`config.mk`:
```
export PLATFORM = sky130hd
export DESIGN_NAME = turbo_rsc_encoder
export DESIGN_NICKNAME = d
export VERILOG_FILES = /design/src/rtl/turbo_rsc_encoder.sv
export SDC_FILE = /design/constraint.sdc
export NUM_CORES = 1
export LEC_CHECK = 0
export BUFFER_PORTS_ARGS = -buffer_cell sky130_fd_sc_hd__buf_2
export CAP_MARGIN = 40
export CORE_UTILIZATION = 58
export CTS_CLUSTER_SIZE = 20
export DETAILED_ROUTE_END_ITERATION = 7
export GPL_TIMING_DRIVEN = 0
export PLACE_DENSITY = 0.8
export REMOVE_ABC_BUFFERS = 1
export SLEW_MARGIN = 20
export SYNTH_ARGS = -nofsm -noshare
export SYNTH_HDL_FRONTEND = slang
export SYNTH_SLANG_ARGS = --single-unit
```
`constraint.sdc`:
```
create_clock -name clk -period 3.5 [get_ports clk]
set_input_delay 0.35 -clock clk [delete_from_list [all_inputs] [get_ports clk]]
set_output_delay 0.35 -clock clk [all_outputs]
set_load 0.1 [all_outputs]
```
`src/rtl/turbo_rsc_encoder.sv`:
```
// -----------------------------------------------------------------------------
// turbo_rsc_encoder
//
// LTE turbo encoder core built from one or two 8-state recursive systematic
// convolutional (RSC) encoders. The block length is programmed per block, input
// bits arrive under a per-bit valid, and each constituent encoder is driven back
// to the all-zero state by three tail cycles once its data has been consumed.
//
// Each RSC encoder uses feedback polynomial g0 = 1 + D^2 + D^3 and forward
// polynomial g1 = 1 + D + D^3. The encoder state is {q2, q1, q0}.
//
// Ports
//   clk        : single clock; all state changes on the rising edge
//   aclr       : asynchronous active-high reset
//   start      : one-cycle pulse; latches k_len and begins a block
//   k_len      : block length in bits, sampled only on an accepted start
//   in_valid   : ck/ck2 carry a data bit this cycle (used only in DATA)
//   ck         : natural-order data bit for encoder 1
//   ck2        : interleaved data bit for encoder 2 (unused when NUM_ENC=1)
//   xk         : systematic output (data bit or tail systematic bit)
//   zk         : encoder-1 parity output
//   zk2        : encoder-2 parity output (always 0 when NUM_ENC=1)
//   out_valid  : xk/zk/zk2 carry a valid output this cycle
//   out_tail   : the current output is a tail bit
//   out_last   : the current output is the final output of the block
//   busy       : a block is in progress (high through the out_last cycle)
//   st1, st2   : encoder register states {q2,q1,q0}, for debug
//
// Handshake: a data bit is consumed on every rising edge where the FSM is in
// DATA and in_valid is high; there is no back-pressure on the output side, and
// each consumed bit (or tail step) produces exactly one registered output with
// out_valid high on the following cycle.
// -----------------------------------------------------------------------------
module turbo_rsc_encoder #(
   parameter int NUM_ENC = 2,
   parameter int K_W     = 13
) (
   input  logic           clk,
   input  logic           aclr,
   input  logic           start,
   input  logic [K_W-1:0] k_len,
   input  logic           in_valid,
   input  logic           ck,
   input  logic           ck2,
   output logic           xk,
   output logic           zk,
   output logic           zk2,
   output logic           out_valid,
   output logic           out_tail,
   output logic           out_last,
   output logic           busy,
   output logic [2:0]     st1,
   output logic [2:0]     st2
);

   localparam logic TWO_ENC = (NUM_ENC == 2);

   typedef enum logic [1:0] {
      S_IDLE  = 2'd0,
      S_DATA  = 2'd1,
      S_TAIL1 = 2'd2,
      S_TAIL2 = 2'd3
   } state_t;

   state_t         state_q, state_d;
   logic [K_W-1:0] klen_q, klen_d;
   logic [K_W-1:0] bit_cnt_q, bit_cnt_d;
   logic [1:0]     tail_cnt_q, tail_cnt_d;
   logic [2:0]     st1_q, st1_d;
   logic [2:0]     st2_q, st2_d;
   logic           xk_q, xk_d;
   logic           zk_q, zk_d;
   logic           zk2_q, zk2_d;
   logic           out_valid_q, out_valid_d;
   logic           out_tail_q, out_tail_d;
   logic           out_last_q, out_last_d;

   logic           accept_start;
   logic           tail_phase;
   logic [4:0]     step1;
   logic [4:0]     step2;

   // One trellis step. Returns {next_state[2:0], systematic, parity}.
   // In a tail step the input is forced to q1^q2 so the feedback sum is 0,
   // which shifts a zero into q0 and flushes the register in three steps.
   function automatic logic [4:0] rsc_step(input logic [2:0] st,
                                           input logic       c,
                                           input logic       tail);
      logic sys;
      logic s;
      logic par;
      sys = tail ? (st[1] ^ st[2]) : c;
      s   = sys ^ st[1] ^ st[2];
      par = s ^ st[0] ^ st[2];
      return {st[1], st[0], s, sys, par};
   endfunction

   assign tail_phase = (state_q != S_DATA);
   assign step1      = rsc_step(st1_q, ck, tail_phase);
   assign step2      = rsc_step(st2_q, ck2 & TWO_ENC, tail_phase);

   // The FSM is already back in IDLE while the final tail output is on the
   // pins; a start in that cycle is still refused so busy covers out_last.
   assign accept_start = start && (k_len != '0) && (state_q == S_IDLE) && !out_last_q;

   always_comb begin
      state_d     = state_q;
      klen_d      = klen_q;
      bit_cnt_d   = bit_cnt_q;
      tail_cnt_d  = tail_cnt_q;
      st1_d       = st1_q;
      st2_d       = st2_q;
      xk_d        = 1'b0;
      zk_d        = 1'b0;
      zk2_d       = 1'b0;
      out_valid_d = 1'b0;
      out_tail_d  = 1'b0;
      out_last_d  = 1'b0;

      case (state_q)
         S_IDLE: begin
            if (accept_start) begin
               state_d    = S_DATA;
               klen_d     = k_len;
               bit_cnt_d  = '0;
               tail_cnt_d = 2'd0;
               st1_d      = 3'b000;
               st2_d      = 3'b000;
            end
         end

         S_DATA: begin
            if (in_valid) begin
               st1_d       = step1[4:2];
               xk_d        = ck;
               zk_d        = step1[0];
               out_valid_d = 1'b1;
               if (TWO_ENC) begin
                  st2_d = step2[4:2];
                  zk2_d = step2[0];
               end
               if (bit_cnt_q == klen_q - 1'b1) begin
                  state_d    = S_TAIL1;
                  bit_cnt_d  = '0;
                  tail_cnt_d = 2'd0;
               end else begin
                  bit_cnt_d = bit_cnt_q + 1'b1;
               end
            end
         end

         S_TAIL1: begin
            st1_d       = step1[4:2];
            xk_d        = step1[1];
            zk_d        = step1[0];
            out_valid_d = 1'b1;
            out_tail_d  = 1'b1;
            if (tail_cnt_q == 2'd2) begin
               tail_cnt_d = 2'd0;
               if (TWO_ENC) begin
                  state_d = S_TAIL2;
               end else begin
                  state_d    = S_IDLE;
                  out_last_d = 1'b1;
               end
            end else begin
               tail_cnt_d = tail_cnt_q + 2'd1;
            end
         end

         S_TAIL2: begin
            st2_d       = step2[4:2];
            xk_d        = step2[1];
            zk2_d       = step2[0];
            out_valid_d = 1'b1;
            out_tail_d  = 1'b1;
            if (tail_cnt_q == 2'd2) begin
               tail_cnt_d = 2'd0;
               state_d    = S_IDLE;
               out_last_d = 1'b1;
            end else begin
               tail_cnt_d = tail_cnt_q + 2'd1;
            end
         end

         default: begin
            state_d = S_IDLE;
         end
      endcase
   end

   always_ff @(posedge clk or posedge aclr) begin
      if (aclr) begin
         state_q     <= S_IDLE;
         klen_q      <= '0;
         bit_cnt_q   <= '0;
         tail_cnt_q  <= 2'd0;
         st1_q       <= 3'b000;
         st2_q       <= 3'b000;
         xk_q        <= 1'b0;
         zk_q        <= 1'b0;
         zk2_q       <= 1'b0;
         out_valid_q <= 1'b0;
         out_tail_q  <= 1'b0;
         out_last_q  <= 1'b0;
      end else begin
         state_q     <= state_d;
         klen_q      <= klen_d;
         bit_cnt_q   <= bit_cnt_d;
         tail_cnt_q  <= tail_cnt_d;
         st1_q       <= st1_d;
         st2_q       <= st2_d;
         xk_q        <= xk_d;
         zk_q        <= zk_d;
         zk2_q       <= zk2_d;
         out_valid_q <= out_valid_d;
         out_tail_q  <= out_tail_d;
         out_last_q  <= out_last_d;
      end
   end

   assign xk        = xk_q;
   assign zk        = zk_q;
   assign zk2       = zk2_q;
   assign out_valid = out_valid_q;
   assign out_tail  = out_tail_q;
   assign out_last  = out_last_q;
   assign busy      = (state_q != S_IDLE) || out_last_q;
   assign st1       = st1_q;
   assign st2       = st2_q;

endmodule

```
After elaboration in Yosys (flattened, before gate mapping)
Cells that the tools add are included.
{ "totals": {"input_bits": 19, "reg_bits": 42, "elab_cells": 87, "output_inout_bits": 13} }
{ "op_classes": {"n_bitwise": 10, "n_mux": 33, "n_reduce_logical": 18, "addsub": 3, "eq_ne": 11} }
{ "ops": {"columns": ["operator", "n"], "rows": [
  ["$mux W13", 3],
  ["$pmux W13 S2", 1],
  ["$mux W2", 9],
  ["$pmux W3 S3", 2],
  ["$add A13 B1 Y13 const B", 1],
  ["$eq A13 B13 Y1", 1],
  ["$reduce_bool A13 Y1", 1],
  ["$sub A13 B1 Y13 const B", 1],
  ["$reduce_and A3 Y1", 4],
  ["$ne A2 B2 Y1 const B", 5],
  ["$xor A1 B1 Y1", 10],
  ["$mux W1", 9],
  ["$mux W3", 3],
  ["$pmux W2 S4", 1],
  ["$eq A2 B2 Y1 const B", 3],
  ["$pmux W1 S2", 3],
  ["$pmux W2 S3", 1],
  ["$reduce_bool A3 Y1", 2],
  ["$reduce_and A5 Y1", 1],
  ["$reduce_bool A2 Y1", 2],
  ["$logic_and A1 B1 Y1", 3],
  ["$pmux W1 S3", 1],
  ["$add A2 B1 Y2 const B", 1],
  ["$eq A2 B1 Y1 const B", 1],
  ["6 further kinds", 6]
]} }

Depth between registers and ports, before layout
Gate-level depths: netlist of run 1.
{ "depth": {"ltp_word": 8, "ltp_mapped": 10, "depth_no_buf": 9} }

Least setup slack after synthesis of run 1
OpenSTA, ideal clock, no wires.
{ "synth_timing": {"path_type": "register to register", "startpoint": "register klen_q[2]", "endpoint": "register tail_cnt_q[0]", "path_stages_with_launch": 10, "setup_ns": 0.121, "t_arrival_ns": 2.416, "period_less_slack_ns": 2.537, "slack_ns": 0.963, "path_cell_list": "dfrtp_1 -> or3_1 -> buf_2 -> o41ai_2 -> o32a_1 -> mux2i_1 -> o41ai_4 -> buf_4 -> nand2_1 -> a22o_1"} }
{ "synth_between": {"elab_chain_len": 4} }
{ "synth_lines": {"columns": ["element", "line", "text"], "rows": [
  ["from (decl)", "66", "logic [K_W-1:0] klen_q, klen_d;"],
  ["from (signal assigned)", "208", "klen_q <= klen_d;"],
  ["$sub A13 B1 Y13", "142", "if (bit_cnt_q == klen_q - 1'b1) begin"],
  ["$eq A13 B13 Y1", "142", null],
  ["$ne A2 B2 Y1 (no line)", null, null],
  ["$reduce_and A3 Y1 (no line)", null, null],
  ["to (signal assigned)", "210", "tail_cnt_q <= tail_cnt_d;"],
  ["to (decl)", "68", "logic [1:0] tail_cnt_q, tail_cnt_d;"]
]} }
Every way passes these cells.
A chain may end at the register's enable or synchronous reset.

Final worst setup path of run 1
{ "layout_timing": {"startpoint": "register klen_q[0]", "endpoint": "register state_q[1]"} }
{ "layout_between": {"elab_chain_len": 4} }
{ "layout_lines": {"columns": ["element", "line", "text"], "rows": [
  ["$sub A13 B1 Y13", "142", null],
  ["$eq A13 B13 Y1", "142", null],
  ["$ne A2 B2 Y1 (no line)", null, null],
  ["$reduce_and A5 Y1 (no line)", null, null],
  ["to (signal assigned)", "207", "state_q <= state_d;"],
  ["to (decl)", "65", "state_t state_q, state_d;"]
]} }
Every way passes these cells.

==> reports/summary.txt, run 1 <==
Fraction of registers with async set/reset -> 100.0%
Static leakage -> 1.444 nW
Nets -> 326
Die ar. -> 4690 um2
Post-Synth Adder-Cell Area -> 2.928%
Global-route wire length before repair -> 8300 um
Initial Util -> 62.30%
TritonCTS clock tree -> done
Post-synthesis sequential area ratio -> 41.00%
Placer Congestion -> 0.8530
HPWL Detailed -> 4059 um
WL per Instance -> 15.44 um
Xor/xnor share of the synthesized area -> 7.857%
Num rows -> 23
Die height -> 68.49 um
Min Clock Period, post-route -> 3.070 ns
Port Buf Inserts -> 31
R2R setup slack -> 0.43 ns
Post-route ant nets -> 0
Total power -> 0.001531 W
Ys flop type -> dfrtp_1
Largest net degree at the start of global routing -> 35
Data required, critical path -> 3.68 ns
Via Count -> 2185
CTS buffer count -> 5
Post-synth EDFFs -> 0
Slew HR -> 53.31%
CTS sink cnt -> 42
Syn avg cell area -> 9.566 um2
1st-pass router iterations -> 4
Hold Fails Final Rpt -> 0
FF-to-FF End -> state_q[1]
Ys Warns -> 0
DRT iter0 DRCs -> 161
Clk slew on worst S/H paths -> 0.08 ns
Max clock buf depth -> 2
Mux cell area share after synthesis -> 8.199%
Final Slew Violations -> 0
Main combinational cell family by area after synthesis -> simple AND/OR/NAND/NOR gates
Hold path depth -> 2
Core area -> 4115 um2
R2R Path Start -> klen_q[0]
Path type of the worst min-delay path -> in -> reg
H-tree lvl count -> 2
Initial antenna violation count -> 0
Number of diodes -> 0
CP Capture Type -> flop
DRC viols -> 0
RSZ-0062 raised after global routing -> no
Pwr dens -> 528.9 nW/um2
Final setup fails -> 0
Actual slew at the worst max-slew pin -> 0.7004 ns
Worst Setup EP -> state_q[1]
Outcome -> completed
DR vias/cell -> 6.207
Setup Crit Path Kind -> reg -> reg
Vias in the first global route -> 1828
Critical Path Start -> klen_q[0]
Post-Route Setup TNS -> 0 ns
Peak Freq -> 325.8 MHz
Tot GR Track Use -> 24.13%
VDD IR max -> 0.0005267 V
Grt ovf -> 0
Width of the die -> 68.49 um
Worst Skew -> 0.01021 ns
R2R cell count -> 10
Post-synthesis simple-gate area fraction -> 21.23%
Ratio of cells with drive above 1 in the final layout -> 21.52%
Seq cells post-synth -> 42
Setup Slack @ Placement -> 0.1185 ns
Post-Syn Area -> 2564 um2
Routed WL -> 5434 um
Crit path DAT -> 3.25 ns
I/O Pins -> 32
Inst Count DP -> 339
Fin cells -> 352
Crit start category -> flop
Slack of the critical path -> 0.4304 ns
Synth Area in Compound Gates -> 15.67%
Final hold slack -> 0.3000 ns
CTS root buffer -> clkbuf_8
Layout area overhead -> 12.88%
Post-synthesis cell count -> 268
Worst-path fanout max -> 12
Worst skew pair latency -> 0.29 ns
Library cells used by synthesis -> 48
Fin crit share -> 87.70%
MaxCap Viol Count -> 0
-- timing repair --
action / 4_1_cts / 5_1_grt
setup endpoints to repair: 0 / 9
gates resized for setup: 0 / 0
hold buffers: 1 / 0
setup buffers: 0 / 3
endpoints found under the hold margin: 8 / 0
-- final cells by class --
cell class / instances / area [um2]
well taps: 50 / 62.56
clock inverters: 2 / 13.76
flip-flops and latches: 42 / 1051
inverters: 8 / 30.03
clock buffers: 6 / 72.57
fillers: 308 / 1221
multi-input cells: 206 / 1438
repair buffers: 38 / 226.5
-- where the power goes --
| group | switching (W) | leakage [nW] | internal, W |
|---|---|---|---|
| logic | 0.000440 | 0.847 | 0.000148 |
| registers | 0.0000868 | 0.553 | 0.000551 |
| clock network | 0.000165 | 0.0452 | 0.000141 |
| total | 0.000692 | 1.44 | 0.000839 |
-- per-layer routing --
| metal | share of wire (%) | track usage, % | vias up |
|---|---|---|---|
| li1 | - | - | 1057 |
| met1 | 45 | 31.94 | 1049 |
| met2 | 48 | 38.36 | 67 |
| met3 | 4.6 | 5.000 | 12 |
| met4 | 2.2 | 9.375 | 0 |
| met5 | 0 | 0 | - |
-- per-stage QoR --
stage	instance area [um2]	utilization [%]
after floorplan	2514	-
after global placement	2731	66.37
after detailed placement	2764	67.16
after CTS	2860	69.50
after global routing	2894	70.33
final	2894	70.33
-- worst min path at each step --
stage / slack [ns] / start / endpoint
after floorplan: 0.47 / tail_cnt_q[0] / out_last
after global placement: 0.51 / tail_cnt_q[0] / out_last
after detailed placement: 0.28 / aclr / bit_cnt_q[5]
after CTS: 0.30 / k_len[12] / klen_q[12]
after global routing: 0.30 / k_len[1] / klen_q[1]
final: 0.30 / k_len[6] / klen_q[6]
-- cells by family (layout without fill, tap and decap cells) --
logic type / after synthesis / count (layout)
flip-flops: 42 / 42
XOR/XNOR: 23 / 23
AND/OR/NAND/NOR: 102 / 102
multiplexers: 19 / 19
buffers and inverters: 20 / 54
AO/OA/AOI/OAI: 56 / 56
adder cells (fa/ha/maj): 6 / 6
-- worst max-delay path: stages (launching register included) --
cell,delay [ns]
dfrtp_1,0.47
inv_1,0.09
ha_1,0.27
nor2b_1,0.34
nand2_1,0.19
nor4b_1,0.36
o32ai_1,0.19
o41ai_4,0.33
buf_4,0.22
nand3_1,0.15
mux2_1,0.34
-- cell usage in the layout (no fill, tap or decap), types with 5 or more instances in the layout --
| cell | instances |
|---|---|
| nand2_1 | 16 |
| o21ai_0 | 15 |
| a21oi_1 | 11 |
| nor2b_1 | 8 |
| nor2_1 | 17 |
| nor4_1 | 7 |
| clkbuf_8 | 5 |
| nand3_1 | 12 |
| nand4_1 | 7 |
| nor3_1 | 11 |
| ha_1 | 6 |
| a22o_1 | 8 |
| xnor2_1 | 8 |
| nand2b_1 | 6 |
| mux2_2 | 15 |
| dfrtp_1 | 42 |
| xor2_1 | 15 |
| and3_1 | 7 |
| inv_1 | 7 |
| buf_2 | 31 |
-- Yosys cell counts, drive strengths merged, types with 4 or more instances --
cell type	n	area, um2
nand2	16	60.06
buf	4	20.02
o21ai	18	90.08
nor3	12	65.06
mux2	16	180.2
and3	7	43.79
nor2b	8	50.05
ha	6	75.07
nor4	7	43.79
dfrtp	42	1051
a22o	8	70.07
nand4	7	43.79
xnor2	8	70.07
inv	8	30.03
nand3	12	60.06
clkbuf	8	30.03
nand2b	6	37.54
xor2	15	131.4
nor2	17	63.81
a21oi	11	55.05
-- sequential cells by signal, indices dropped and copies added (netlist names), 2 cells and up --
| register | flops |
|---|---|
| st1 | 3 |
| state_q | 2 |
| st2 | 3 |
| bit_cnt_q | 13 |
| tail_cnt_q | 2 |
| klen_q | 13 |
(Power assumes the default switching activity.)
==> inputs of run 2 (changes only) <==
--- a/config.mk
+++ b/config.mk
@@ -5,9 +5,10 @@
 export SDC_FILE = /design/constraint.sdc
 export NUM_CORES = 1
 export LEC_CHECK = 0
+export ABC_AREA = 1
 export BUFFER_PORTS_ARGS = -buffer_cell sky130_fd_sc_hd__buf_2
 export CAP_MARGIN = 40
-export CORE_UTILIZATION = 58
+export CORE_UTILIZATION = 59
 export CTS_CLUSTER_SIZE = 20
 export DETAILED_ROUTE_END_ITERATION = 7
 export GPL_TIMING_DRIVEN = 0
==> reports/summary.txt, run 2 <==
Synth area leaders -> dfrtp_1 (36%), nand2_1 (16%), inv_1 (8.7%)
Footprint of the multi-input gates -> 1528 um2
Post_cts resized -> 0
DRT iter0 DRCs -> 111
Final setup fails -> 0
Post-synthesis cell count -> 417
Clk slew on worst S/H paths -> 0.08 ns
Path type of the worst min-delay path -> in -> async
CTS root buffer -> clkbuf_8
1st-pass router iterations -> 4
Nets -> 474
Placer Congestion -> 0.9818
Seq cells post-synth -> 42
CP Capture Type -> flop
Min Clock Period, post-route -> 2.557 ns
Initial antenna violation count -> 0
Critical Path Start -> klen_q[0]
Post-Route Setup TNS -> 0 ns
Layout area overhead -> 10.11%
Crit start category -> flop
Data required, critical path -> 3.68 ns
Core area -> 4723 um2
Pwr dens -> 890.6 nW/um2
Post-Syn Area -> 2884 um2
Number of diodes -> 0
Synth Area in Compound Gates -> 7.549%
Largest net degree at the start of global routing -> 29
Top Metal Used -> met4
Peak Freq -> 391.0 MHz
Syn avg cell area -> 6.916 um2
WL per Instance -> 12.16 um
Sw Ratio -> 56.29%
DRC viols -> 0
Most frequent cells in the layout -> nand2_1 (124), inv_1 (66), dfrtp_1 (42)
Tot GR Track Use -> 26.42%
Crit path DAT -> 2.74 ns
H-tree lvl count -> 2
Fraction of registers with async set/reset -> 100.0%
Actual slew at the worst max-slew pin -> 0.4821 ns
Fillers -> 420
MaxCap Viol Count -> 0
Max clock buf depth -> 2
Post-synth top cells -> nand2_1 (124), inv_1 (67), dfrtp_1 (42)
I/O Pins -> 32
Clk pwr share -> 10.6%
Ys flop type -> dfrtp_1
Post-route ant nets -> 0
Post-synth EDFFs -> 0
Count leader, synth -> nand2_1
Post-synthesis simple-gate area fraction -> 35.14%
Xor/xnor share of the synthesized area -> 7.289%
Main combinational cell family by area after synthesis -> simple AND/OR/NAND/NOR gates
Fin crit share -> 73.07%
Hold-fix buffers at CTS -> 0
DR vias/cell -> 5.225
R2R Path Start -> klen_q[0]
TritonCTS clock tree -> done
Routed WL -> 6275 um
Psw -> 0.001592 W
Outcome -> completed
Num rows -> 25
Initial Util -> 61.06%
Postcts setup bufs -> 0
Grt ovf -> 0
VDD IR max -> 0.0007884 V
Worst skew pair latency -> 0.30 ns
Comb pwr share -> 61.5%
Internal power -> 0.001236 W
Static leakage -> 1.711 nW
Global-route wire length before repair -> 10700 um
CTS sink cnt -> 42
Reg area -> 1051 um2
Post-Synth Adder-Cell Area -> 2.603%
R2R cell count -> 13
Worst-path fanout max -> 11
Port Buf Inserts -> 31
Slew HR -> 67.61%
Mux cell area share after synthesis -> 0.3905%
Library cells used by synthesis -> 33
R2R setup slack -> 0.94 ns
Hold Fails Final Rpt -> 0
Ys Warns -> 0
Sequential Power Share -> 27.9%
Cell taking the most area after synthesis -> dfrtp_1
Ratio of cells with drive above 1 in the final layout -> 12.03%
Die height -> 71.92 um
Via Count -> 2696
RSZ-0062 raised after global routing -> no
Top cell type's share of synthesized area -> 36.44%
FF-to-FF End -> tail_cnt_q[0]
Final Slew Violations -> 0
CTS buffer count -> 5
Met3 wire length -> 224 um
Worst Skew -> 0.005537 ns
Commonest non-fill, non-tap cell in the layout -> nand2_1
Setup Crit Path Kind -> reg -> reg
Width of the die -> 71.92 um
HPWL Detailed -> 4874 um
Post-synthesis sequential area ratio -> 36.44%
Worst Setup EP -> tail_cnt_q[0]
Die ar. -> 5172 um2
WL met2 -> 3130 um
Post-Route M1 WL -> 2845 um
Vias in the first global route -> 2516
Core Util, Final -> 67.23%
Largest regs -> bit_cnt_q x13, klen_q x13
==> run 2: cell count changes in the layout (fill, tap and decap cells not counted), sizes merged, moves of 10 or more <==
cell,delta
inv,+60
mux2,-15
nand2,+112
nand3,+18
nor2,+24
o21ai,+10
==> run 2: cells by family after synthesis <==
logic type | count (synthesis)
muxes | 1
DFF | 42
AOI/OAI and AO/OA | 42
xor gates and xnor gates | 24
and+or+nand+nor | 226
adders and majority gates | 6
buffers and inverters | 76
==> run 2: through the flow <==
stage	worst slack [ns]	power [W]	area (um2)	cells	hold WS, ns
6_report	0.9426	0.002828	3176	516	0.003216
5_1_grt	0.6787	0.003069	3176	516	0.02320
4_1_cts	0.9338	0.002832	3176	516	0.01292
3_5_place_dp	0.9516	0.002529	3097	509	0.3363
3_3_place_gp	1.008	0.002480	3077	508	0.4981
2_1_floorplan	1.213	0.002185	2838	410	0.4719
==> run 2: cell type report <==
class | instances | share of cell area (%)
multi-input cells | 299 | 48.11
flip-flops and latches | 42 | 33.10
inverters | 69 | 8.156
repair buffers | 32 | 5.516
well taps | 67 | 2.640
clock buffers | 5 | 2.167
clock inverters | 2 | 0.3152
==> run 2: critical path, stage by stage (launching register included) <==
cell and delay, ns:
dfrtp_1 0.42, inv_1 0.15, ha_1 0.28, nand2_1 0.10
nor2_1 0.24, nand2_1 0.16, nand2_1 0.08, nand3_1 0.08
nor2_1 0.11, nand3_1 0.11, nand2_1 0.36, nand2_1 0.18
nand2_1 0.09, o21ai_0 0.08
==> run 2: layer usage <==
layer  vias up  global-route usage [%]
met5         -                       0
met4         0                   8.497
met3         7                   5.139
met2        52                   47.27
met1      1266                   32.12
li1       1371                       -
==> run 2: worst min-delay path by stage <==
stage / start / end / slack (ns) / cells past startpoint
final: aclr / out_tail / 0.003 / 2
after global routing: aclr / out_tail / 0.02 / 2
after CTS: aclr / out_tail / 0.01 / 2
after detailed placement: aclr / out_tail / 0.34 / 2
after global placement: tail_cnt_q[1] / tail_cnt_q[1] / 0.50 / 2
after floorplan: klen_q[12] / klen_q[12] / 0.47 / 2
==> run 2: power groups by stage <==
stage / Combinational [W] / Clock, W / Sequential (W)
finish: 0.00174 / 0.000298 / 0.000790
global route: 0.00194 / 0.000323 / 0.000808
CTS: 0.00174 / 0.000306 / 0.000790
detailed placement: 0.00173 / 0 / 0.000799
global placement: 0.00169 / 0 / 0.000795
floorplan: 0.00110 / 0 / 0.00109
==> inputs of run 3 (changes only) <==
==> constraint.sdc (replaced) <==
create_clock -name clk -period 2.4 [get_ports clk]
set_input_delay 0.24 -clock clk [delete_from_list [all_inputs] [get_ports clk]]
set_output_delay 0.24 -clock clk [all_outputs]
set_load 0.1 [all_outputs]
==> reports/summary.txt, run 3 (same netlist as run 2, synthesis figures left out) <==
Die height -> 71.92 um
Outcome -> completed
CTS sink cnt -> 42
Number of diodes -> 0
Via Count -> 2686
Min Clock Period, post-route -> 2.230 ns
TritonCTS clock tree -> done
CP Capture Type -> flop
Post-route ant nets -> 0
Final setup fails -> 0
Worst Skew -> 0.005240 ns
HPWL Detailed -> 4874 um
Crit path DAT -> 2.41 ns
Cell Chain, Critical Path -> inv_1 > ha_1 > inv_1 > or2_4 > nor2_4 > nand2_4 > nand2_2 > nand3_4 > clkinv_2 > nand4_1 > nand2_1 > a21oi_1
Hold Fails Final Rpt -> 0
Commonest non-fill, non-tap cell in the layout -> nand2_1
Hold path depth -> 3
Static leakage -> 1.735 nW
Inst Count DP -> 509
Placer Congestion -> 0.9818
Peak Freq -> 448.4 MHz
Most used cell along the critical path -> inv_1
CP Depth -> 12
Num rows -> 25
MaxCap Viol Count -> 0
Setup Crit Path Kind -> reg -> reg
Vias in the first global route -> 2530
Grt ovf -> 0
Nets -> 478
1st-pass router iterations -> 5
Actual slew at the worst max-slew pin -> 0.5093 ns
Worst skew pair latency -> 0.30 ns
Slack of the critical path -> 0.1696 ns
Final Slew Violations -> 0
Die ar. -> 5172 um2
DR vias/cell -> 5.165
Ratio of cells with drive above 1 in the final layout -> 13.91%
R2R cell count -> 12
CP top delay family -> simple AND/OR/NAND/NOR gates
Largest net degree at the start of global routing -> 29
DRT iter0 DRCs -> 134
Data required, critical path -> 2.58 ns
H-tree lvl count -> 2
DRC viols -> 0
CP peak stage delay -> 0.43 ns
Clk slew on worst S/H paths -> 0.08 ns
Initial antenna violation count -> 0
Initial Util -> 61.06%
Fin cells -> 520
Pwr dens -> 1307 nW/um2
VDD IR max -> 0.001149 V
WL per Instance -> 12.25 um
WP buf/inv -> 3
Core Util, Final -> 68.74%
Path type of the worst min-delay path -> in -> reg
Routed WL -> 6370 um
Worst-path fanout max -> 27
Global-route wire length before repair -> 10760 um
I/O Pins -> 32
Width of the die -> 71.92 um
Fin crit share -> 92.93%
CTS buffer count -> 5
Crit start category -> flop
Port Buf Inserts -> 31
Final hold slack -> 0.2100 ns
Most frequent cells in the layout -> nand2_1 (123), inv_1 (66), dfrtp_1 (42)
Largest regs -> bit_cnt_q x13, klen_q x13
Layout area overhead -> 12.58%
CP max stage cell -> dfrtp_1
Max clock buf depth -> 2
Tot GR Track Use -> 26.57%
CTS root buffer -> clkbuf_8
Setup Slack @ Placement -> -0.1484 ns
Design area -> 3247 um2
Core area -> 4723 um2
Area after DPL -> 3097 um2
Slew HR -> 66.05%
## run 3: changes by cell type in the layout (fill, tap and decap cells not counted)
cell           delta
ha_1              -1
buf_4             +2
nor2_4            +1
nand2_1           -1
buf_12            +1
clkinv_2          +1
dlygate4sd3_1     +1
nor2_1            -4
nor2_2            +3
ha_2              +1
inv_2             -1
nand2_4           +1
## run 3: final timing paths
kind	from	end	slack, ns
setup reg to reg	state_q[0]	bit_cnt_q[8]	0.17
hold / removal	k_len[3]	klen_q[3]	0.21
min in group asynchronous	aclr	out_tail	0.44
max in group asynchronous	aclr	bit_cnt_q[2]	1.50
hold reg to reg	klen_q[12]	klen_q[12]	0.52
setup / recovery	state_q[0]	bit_cnt_q[8]	0.17
## run 3: cell type report
class	instances	area, um2
Sequential cell	42	1051
Multi-Input combinational cell	299	1553
Fill cell	405	1476
Clock buffer	5	68.82
Timing Repair Buffer	36	220.2
Tap cell	67	83.83
Clock inverter	2	10.01
Inverter	69	260.3
## run 3: timing repair
action,in CTS,in global routing
gates cloned,0,0
resized for setup,2,7
endpoints found under the hold margin,14,0
setup endpoints to repair,4,7
hold buffers,1,0
buffers inserted,0,3
## run 3: where the power goes
group          internal, W  switching [W]
clock             0.000195       0.000240
sequential        0.000926       0.000230
combinational     0.000754        0.00190
total              0.00188        0.00237
## run 3: metrics by stage
| step | TNS (ns) | total power (W) |
|---|---|---|
| global route | -0.04991 | 0.004593 |
| detailed placement | -0.3557 | 0.003688 |
| finish | 0 | 0.004244 |
| floorplan | 0 | 0.003187 |
| global placement | -0.1828 | 0.003617 |
| CTS | 0 | 0.004139 |
## run 3: per-layer routing
layer | track usage [%] | share of wire, %
met1 | 32.21 | 45
met2 | 47.69 | 50
met3 | 5.139 | 4.0
met4 | 8.497 | 1.2
met5 | 0 | 0
## run 3: worst register-to-register path: stages, from the launching register on
cell and delay [ns]:
dfrtp_1 0.43, inv_1 0.10, ha_1 0.23, inv_1 0.09, or2_4 0.25, nor2_4 0.10
nand2_4 0.17, nand2_2 0.16, nand3_4 0.16, clkinv_2 0.22, nand4_1 0.10, nand2_1 0.08
a21oi_1 0.04
